**src/rtl/emg_scan_controller.sv**
```systemverilog
// rtl/emg_scan_controller.sv - EMG mux/ADC channel scan sequencer
module emg_scan_controller #(
    parameter int NUM_CH        = 16,
    parameter int CH_W          = 4,
    parameter int DATA_W        = 10,
    parameter int SETTLE_CYCLES = 4,
    parameter int TIMEOUT       = 31
) (
    input  logic              CLK,
    input  logic              Reset,
    input  logic              enable,
    input  logic              single_shot,
    input  logic [NUM_CH-1:0] ch_mask,
    input  logic              err_clr,
    input  logic              adc_done,
    input  logic [DATA_W-1:0] adc_data,
    output logic [CH_W-1:0]   CH_Sel,
    output logic              start,
    output logic              sample_valid,
    output logic [CH_W-1:0]   sample_ch,
    output logic [DATA_W-1:0] sample_data,
    output logic              frame_done,
    output logic              busy,
    output logic              timeout_err
);

    localparam int SW = $clog2(SETTLE_CYCLES + 1);
    localparam int TW = $clog2(TIMEOUT + 1);

    typedef enum logic [1:0] {S_IDLE, S_SETTLE, S_START, S_WAIT} state_t;

    state_t              state_q, state_d;
    logic [NUM_CH-1:0]   act_mask_q, act_mask_d;
    logic [CH_W-1:0]     ch_sel_q, ch_sel_d;
    logic [SW-1:0]       settle_cnt_q, settle_cnt_d;
    logic [TW-1:0]       tmo_cnt_q, tmo_cnt_d;
    logic                sv_q, sv_d;
    logic [CH_W-1:0]     sch_q, sch_d;
    logic [DATA_W-1:0]   sdata_q, sdata_d;
    logic                fd_q, fd_d;
    logic                err_q, err_d;
    logic                shot_done_q, shot_done_d;

    logic [CH_W:0]       lo_new;
    logic [CH_W:0]       nxt_above;
    logic                complete;
    logic                wrap;
    logic [CH_W-1:0]     next_ch;

    // Lowest set bit of m (optionally strictly above 'after'); MSB flags that one exists.
    function automatic logic [CH_W:0] lowest_set(input logic [NUM_CH-1:0] m,
                                                 input logic [CH_W-1:0]   after,
                                                 input logic              strict);
        logic [CH_W:0] r;
        r = '0;
        for (int i = NUM_CH - 1; i >= 0; i--) begin
            if (m[i] && (!strict || (CH_W'(i) > after))) begin
                r = {1'b1, CH_W'(i)};
            end
        end
        return r;
    endfunction

    // State register
    always_ff @(posedge CLK or posedge Reset) begin
        if (Reset) begin
            state_q <= S_IDLE;
        end else begin
            state_q <= state_d;
        end
    end

    // Datapath registers: channel, mask, counters, sample and status flags
    always_ff @(posedge CLK or posedge Reset) begin
        if (Reset) begin
            act_mask_q   <= '0;
            ch_sel_q     <= '0;
            settle_cnt_q <= '0;
            tmo_cnt_q    <= '0;
            sv_q         <= 1'b0;
            sch_q        <= '0;
            sdata_q      <= '0;
            fd_q         <= 1'b0;
            err_q        <= 1'b0;
            shot_done_q  <= 1'b0;
        end else begin
            act_mask_q   <= act_mask_d;
            ch_sel_q     <= ch_sel_d;
            settle_cnt_q <= settle_cnt_d;
            tmo_cnt_q    <= tmo_cnt_d;
            sv_q         <= sv_d;
            sch_q        <= sch_d;
            sdata_q      <= sdata_d;
            fd_q         <= fd_d;
            err_q        <= err_d;
            shot_done_q  <= shot_done_d;
        end
    end

    // Next-state and datapath update; a finished single-shot frame stays parked until enable drops
    always_comb begin
        state_d      = state_q;
        act_mask_d   = act_mask_q;
        ch_sel_d     = ch_sel_q;
        settle_cnt_d = settle_cnt_q;
        tmo_cnt_d    = tmo_cnt_q;
        sv_d         = 1'b0;
        sch_d        = sch_q;
        sdata_d      = sdata_q;
        fd_d         = 1'b0;
        err_d        = err_clr ? 1'b0 : err_q;
        shot_done_d  = enable ? shot_done_q : 1'b0;
        lo_new       = lowest_set(ch_mask, '0, 1'b0);
        nxt_above    = lowest_set(act_mask_q, ch_sel_q, 1'b1);
        complete     = 1'b0;
        wrap         = 1'b0;
        next_ch      = '0;
        case (state_q)
            S_IDLE: begin
                if (enable && lo_new[CH_W] && !shot_done_q) begin
                    act_mask_d   = ch_mask;
                    ch_sel_d     = lo_new[CH_W-1:0];
                    settle_cnt_d = '0;
                    state_d      = S_SETTLE;
                end
            end
            S_SETTLE: begin
                if (settle_cnt_q == SW'(SETTLE_CYCLES - 1)) begin
                    state_d = S_START;
                end else begin
                    settle_cnt_d = settle_cnt_q + SW'(1);
                end
            end
            S_START: begin
                tmo_cnt_d = '0;
                state_d   = S_WAIT;
            end
            S_WAIT: begin
                // adc_done takes priority over a timeout landing in the same cycle
                if (adc_done) begin
                    sv_d     = 1'b1;
                    sch_d    = ch_sel_q;
                    sdata_d  = adc_data;
                    complete = 1'b1;
                end else if (tmo_cnt_q == TW'(TIMEOUT - 1)) begin
                    err_d    = 1'b1;
                    complete = 1'b1;
                end else begin
                    tmo_cnt_d = tmo_cnt_q + TW'(1);
                end
                if (complete) begin
                    wrap    = !nxt_above[CH_W];
                    next_ch = wrap ? lo_new[CH_W-1:0] : nxt_above[CH_W-1:0];
                    if (wrap) begin
                        fd_d       = 1'b1;
                        act_mask_d = ch_mask;
                    end
                    if (!enable || (wrap && (single_shot || !lo_new[CH_W]))) begin
                        state_d = S_IDLE;
                        if (wrap && single_shot && enable) begin
                            shot_done_d = 1'b1;
                        end
                    end else begin
                        ch_sel_d     = next_ch;
                        settle_cnt_d = '0;
                        state_d      = S_SETTLE;
                    end
                end
            end
            default: state_d = S_IDLE;
        endcase
    end

    // Outputs decoded straight from the state so reset drops them immediately
    always_comb begin
        start = (state_q == S_START);
        busy  = (state_q != S_IDLE);
    end

    assign CH_Sel       = ch_sel_q;
    assign sample_valid = sv_q;
    assign sample_ch    = sch_q;
    assign sample_data  = sdata_q;
    assign frame_done   = fd_q;
    assign timeout_err  = err_q;

endmodule
```
**config.mk**
```make
export PLATFORM = sky130hd
export DESIGN_NAME = emg_scan_controller
export DESIGN_NICKNAME = d
export VERILOG_FILES = /design/src/rtl/emg_scan_controller.sv
export SDC_FILE = /design/constraint.sdc
export NUM_CORES = 1
export LEC_CHECK = 0
export ABC_AREA = 1
export CORE_ASPECT_RATIO = 1.25
export CORE_UTILIZATION = 46
export DETAILED_ROUTE_END_ITERATION = 7
export PLACE_DENSITY = 0.83
export SYNTH_ARGS = -nofsm -noshare
export SYNTH_HDL_FRONTEND = slang
export SYNTH_SLANG_ARGS = --single-unit
export TNS_END_PERCENT = 50
```
**constraint.sdc**
```tcl
create_clock -name CLK -period 2.5 [get_ports CLK]
set_clock_uncertainty 0.1 [all_clocks]
set_input_delay 0.25 -clock CLK [delete_from_list [all_inputs] [get_ports CLK]]
set_output_delay 0.25 -clock CLK [all_outputs]
set_load 0.1 [all_outputs]
```
==> results.toml, run 1 <==
[synthesis]
synth_nets = 366
avgSynthCellArea_um2 = 7.63
synth_seq_area_share_pct = 47.3
synth_area_um2 = 2490
syn_inst = 326
ys_ff_latch = 47
yosys_warnings = 0
ys_types = 31

[placed_design]
gp_congestion = 0.873
numPortBuffers = 54
dp_hpwl_um = 4280
placed_area_um2 = 3070
dp_cells = 442

[cells_and_area]
seq_area_um2 = 1180
layout_common_cells = "118 x nand2_1, 43 x dfrtp_1, 37 x inv_1"
postLayoutCellArea_um2 = 3150
fin_nets = 427
antenna_cells = 0
multiInputGateArea_um2 = 1120
area_growth_syn_to_layout_pct = 26.7
final_common_cell = "nand2_1"
drive_above_1_share_pct = 12.9
n_fill_cell = 471
final_cells = 450

[clock_network]
postCtsSetupBuffers = 0
cts_buffer_depth = 2
clkTransAtPathRegs_ps = 80
cts_root_buf = "clkbuf_8"
htree_levels = 2
numCtsBuffers = 5
insertion_delay_ps = 300
post_cts_resized = 0
cts_hold_buf = 0
tritoncts = "done"
cts.sinks = 47

[sta]
relSlewSlack_pct = 41.2
finalSetupViolations = 0
setup_tns_ps = 0
fin_crit_sh_pct = 89.8
rsz0062_at_grt = "false"
finalMaxSlewViolations = 0
post-route-min-period_ps = 2240
fmax_mhz = 446
worst_pin_slew_ps = 877
hold_slack_ps = 235
hold_viol_final = 0

[power_and_ir_drop]
cellLeakagePower_nw = 1.64
p_comb_share_pct = 62.0
switching_power_mw = 2.53
peakVddDrop_v = 0.000591
power.share.clock_pct = 9.6
sw_frac_of_total_pct = 55.5
finalPower_mw = 4.55
pwr-share-seq_pct = 28.4
internal_power_mw = 2.03
p_per_area_nw_per_um2 = 1450

[setup_path]
endpoint = "act_mask_q[15]"
r2r_end = "act_mask_q[15]"
critical_path_required_ps = 2590
reg2reg_from = "state_q[0]"
reg2reg_setup_slack_ps = 260
r2r_cells = 9
startpoint = "state_q[0]"
startpoint_type = "flip-flop"
cp_max_fo = 12
cp.arrival_ps = 2330
cp-end-kind = "flip-flop"
crit_type = "flip-flop to flip-flop"

[routing]
initialDrtViolationCount = 146
routed-via-count = 2289
routed_wl_um = 5400
ant_nets = 0
vias_per_cell = 5.09
drc = 0
wl_per_cell_um = 12.0
dr.pass1.iters = 4

[global_route]
grt_pass1_vias = 2172
grt_usage_pct = 21.0
gr-total-overflow = 0
grt_pass1_wl_um = 9220
antenna_found_initial = 0
grt_max_degree = 25

[die]
die_y_um = 84.2
core_region_area_um2 = 5150
initial_utilization_pct = 48.3
die-area_um2 = 5710
die_w_um = 67.8
ioPinCount = 55
std_cell_rows = 29

[run]
max_cap_violations = 0

[worst_hold_path]
hp-class = "input port to asynchronous set/reset pin"

[outcome]
status = "complete, no violations"
## kinds of logic (layout without fill, tap and decap cells)
group	after synthesis	count (layout)	share of synthesized area, %
simple gates	164	164	26.8
buf+inv	47	109	7.75
mux	1	1	0.603
fa+ha+maj	8	8	4.02
compound gates	57	57	12.9
flops	47	47	47.3
xor+xnor	2	2	0.704
## worst max-delay path: stages (launching register included)
cell and delay [ps]:
dfrtp_1 420, ha_1 180, inv_1 90, or2_2 300, nor2_1 200, inv_1 100
nand2_1 110, a21oi_1 70, nand2_2 220, mux2_4 330
## sequential cells by signal, summed over array words and instances, names as in the netlist
name / cells
shot_done_q: 1
CH_Sel: 4
act_mask_q: 15
state_q: 2
sample_ch: 4
sample_valid: 1
sample_data: 10
frame_done: 1
timeout_err: 1
tmo_cnt_q: 5
settle_cnt_q: 3
## per-layer routing
metal | global-route usage (%) | part of all wire [%] | vias up
met2 | 36.7 | 50 | 72
met4 | 7.01 | 1.4 | 0
met3 | 4.89 | 6.4 | 6
met5 | 0 | 0 | -
li1 | - | - | 1160
met1 | 24.5 | 42 | 1051
## power groups by stage
stage	clock, mW	combinational [mW]	sequential (mW)
after floorplan	0	1.32	2.21
after global placement	0	2.75	1.29
after detailed placement	0	2.82	1.31
after CTS	0.445	2.83	1.29
after global routing	0.473	3.06	1.33
final	0.436	2.82	1.29
## metrics by stage
step | setup slack (ps) | utilization [%]
2_1_floorplan | 166 | -
3_3_place_gp | 193 | 59.6
3_5_place_dp | 105 | 59.6
4_1_cts | 249 | 61.1
5_1_grt | 33.8 | 61.1
6_report | 255 | 61.1
## cell usage after synthesis
cell | number | area (um^2)
o21ai_1 | 17 | 85.1
inv_1 | 38 | 143
o22ai_1 | 2 | 12.5
inv_2 | 3 | 11.3
nor2_4 | 1 | 11.3
a211oi_1 | 1 | 7.51
buf_6 | 2 | 22.5
dfrtp_1 | 47 | 1180
nand2_1 | 118 | 443
a31oi_1 | 2 | 12.5
clkbuf_1 | 3 | 11.3
nor2_1 | 23 | 86.3
xor2_1 | 2 | 17.5
nor2_2 | 2 | 12.5
clkinv_2 | 1 | 5.00
ha_1 | 8 | 100
a21boi_0 | 1 | 7.51
and3_1 | 1 | 6.26
o31ai_1 | 1 | 7.51
o311ai_0 | 1 | 8.76
nand3_1 | 9 | 45.0
a21oi_1 | 7 | 35.0
nand2_2 | 3 | 18.8
nor3b_1 | 1 | 7.51
a22o_1 | 1 | 8.76
o211ai_1 | 6 | 45.0
o21ai_0 | 18 | 90.1
mux2_4 | 1 | 15.0
nand4_1 | 3 | 18.8
nor3_1 | 2 | 10.0
or2_2 | 1 | 6.26
## area by class of cell
| cell class | instances | area share [%] |
|---|---|---|
| Clock buffer | 7 | 2.42 |
| Timing Repair Buffer | 59 | 16.9 |
| Sequential cell | 47 | 37.5 |
| Clock inverter | 1 | 0.159 |
| Tap cell | 62 | 2.46 |
| Multi-Input combinational cell | 232 | 35.5 |
| Inverter | 42 | 5.04 |
## how the worst min path moves through the flow
stage / start / end / slack (ps)
floorplan: err_clr / timeout_err / 250
global placement: sample_ch[0] / sample_ch[0] / 360
detailed placement: settle_cnt_q[2] / settle_cnt_q[2] / 370
CTS: Reset / tmo_cnt_q[2] / 260
global route: Reset / state_q[1] / 300
finish: Reset / tmo_cnt_q[2] / 230
No activity file was read; power rests on OpenSTA's default activity.
==> inputs of run 2 (changes only) <==
Settings changed: SLEW_MARGIN from default to 20.
==> results of run 2 <==
Same layout as run 1: the final DEF is identical, and so are final timing and power.
==> inputs of run 3 (changes only) <==
Settings changed: CAP_MARGIN from default to 20, CORE_UTILIZATION 46 to 50, PLACE_DENSITY 0.83 to 0.88.
==> run 3 against run 2 <==
Net effect:
- critical path depth did not move
- global-route usage rose by 2.1 points
- sequential share of layout area fell by 0.43 points
- register-to-register slack barely moved
- largest cell class unchanged
==> results.toml, run 3 (same netlist as run 1, synthesis figures left out) <==
[global_route]
antenna_found_initial = 0
grt_usage_pct = 23.1
gr-total-overflow = 0
grt_pass1_wl_um = 9400
grt_max_degree = 33
grt_pass1_vias = 2256

[routing]
wl_per_cell_um = 12.2
routed_wl_um = 5480
vias_per_cell = 5.17
routed-via-count = 2315
dr.pass1.iters = 4
drc = 0
initialDrtViolationCount = 99
ant_nets = 0

[setup_path]
crit_path_frequent_cell = "inv_1"
slowest_stage = "dfrtp_2"
cp-end-kind = "flip-flop"
slowest_delay_ps = 410
crit_type = "flip-flop to flip-flop"
cp_max_fo = 8
startpoint_type = "flip-flop"
critical_path_required_ps = 2580
worstPathCellList = "ha_2 -> inv_1 -> or2_2 -> nor2_1 -> inv_1 -> nand2_1 -> a21oi_1 -> nand2_2 -> mux2_4"
cp.arrival_ps = 2330

[cells_and_area]
final_common_cell = "nand2_1"
fin_nets = 427
n_fill_cell = 399
largest_register_ffs = 15
area_growth_syn_to_layout_pct = 28.3
postLayoutCellArea_um2 = 3190
layout_common_cells = "118 x nand2_1, 42 x dfrtp_1, 37 x inv_1"
drive_above_1_share_pct = 13.9
top_register = "act_mask_q"
antenna_cells = 0

[sta]
rsz0062_at_grt = "false"
finalMaxSlewViolations = 0
setup_tns_ps = 0
hold_slack_ps = 113
finalSetupViolations = 0
hold_viol_final = 0
fin_crit_sh_pct = 90.0
post-route-min-period_ps = 2250
fmax_mhz = 445
worst_pin_slew_ps = 525
relSlewSlack_pct = 64.9

[clock_network]
insertion_delay_ps = 300
cts.sinks = 47
cts_hold_buf = 0
clkTransAtPathRegs_ps = 80
numCtsBuffers = 5
htree_levels = 2
cts_buffer_depth = 2
cts_root_buf = "clkbuf_8"
tritoncts = "done"

[die]
ioPinCount = 55
std_cell_rows = 28
core_region_area_um2 = 4760
die_y_um = 80.9
die-area_um2 = 5260
initial_utilization_pct = 52.2
die_w_um = 65.1

[worst_hold_path]
hp-class = "input port to asynchronous set/reset pin"

[outcome]
status = "complete, no violations"

[placed_design]
dp_hpwl_um = 4180
gp_congestion = 0.853
numPortBuffers = 54
placed_area_um2 = 3040

[run]
max_cap_violations = 0
## run 3: final timing paths
check	start	to	slack, ps	cells past startpoint
worst max-delay path	state_q[0]	act_mask_q[15]	250	9
worst min-delay path	Reset	tmo_cnt_q[4]	110	2
worst max register to register	state_q[0]	act_mask_q[15]	250	9
worst min register to register	settle_cnt_q[2]	settle_cnt_q[2]	390	2
max in group asynchronous	Reset	CH_Sel[3]	1470	3
min in group CLK	settle_cnt_q[2]	settle_cnt_q[2]	390	2
## run 3: final cells by class
| class | instances | area (um^2) | area share [%] |
|---|---|---|---|
| tap | 60 | 75.1 | 2.35 |
| multi-input combinational | 232 | 1120 | 35.1 |
| inverter | 42 | 159 | 4.98 |
| clock inverter | 2 | 60.1 | 1.88 |
| sequential | 47 | 1180 | 37.1 |
| clock buffer | 6 | 72.6 | 2.27 |
| timing repair buffer | 59 | 520 | 16.3 |
## run 3: routing by layer
metal  wire (um)  track usage (%)  vias to the layer above  share of wire, %
met5           0                0                        -                 0
met4          70             8.70                        0               1.3
met3         359             5.48                        7               6.6
met2        2810             42.7                       86                51
met1        2240             25.4                     1064                41
li1            -                -                     1158                 -
## run 3: repair_timing
action | in CTS | in global routing
endpoints found under the setup margin | 0 | 12
setup buffers | 0 | 2
hold endpoints to repair | 0 | 0
gates resized for setup | 0 | 2
## run 3: critical path, delay by kind of cell, from the launching register on
| family | cells | cell delay [ps] |
|---|---|---|
| AOI/OAI and AO/OA | 1 | 70 |
| DFF | 1 | 410 |
| adders and majority gates | 1 | 250 |
| and+or+nand+nor | 4 | 780 |
| muxes | 1 | 320 |
| buffers and inverters | 2 | 200 |
## run 3: per-stage QoR
stage | setup slack, ps | utilization [%] | std cells
final | 250 | 67.0 | 448
after floorplan | 166 | - | 326
after global placement | 227 | 63.8 | 438
after global routing | 41.1 | 67.0 | 448
after CTS | 160 | 66.6 | 446
after detailed placement | 129 | 63.8 | 438
Power of run 3 is left out: the tool's default activity adds up to more than one toggle a clock period on the data nets, which glitch-free logic cannot reach.
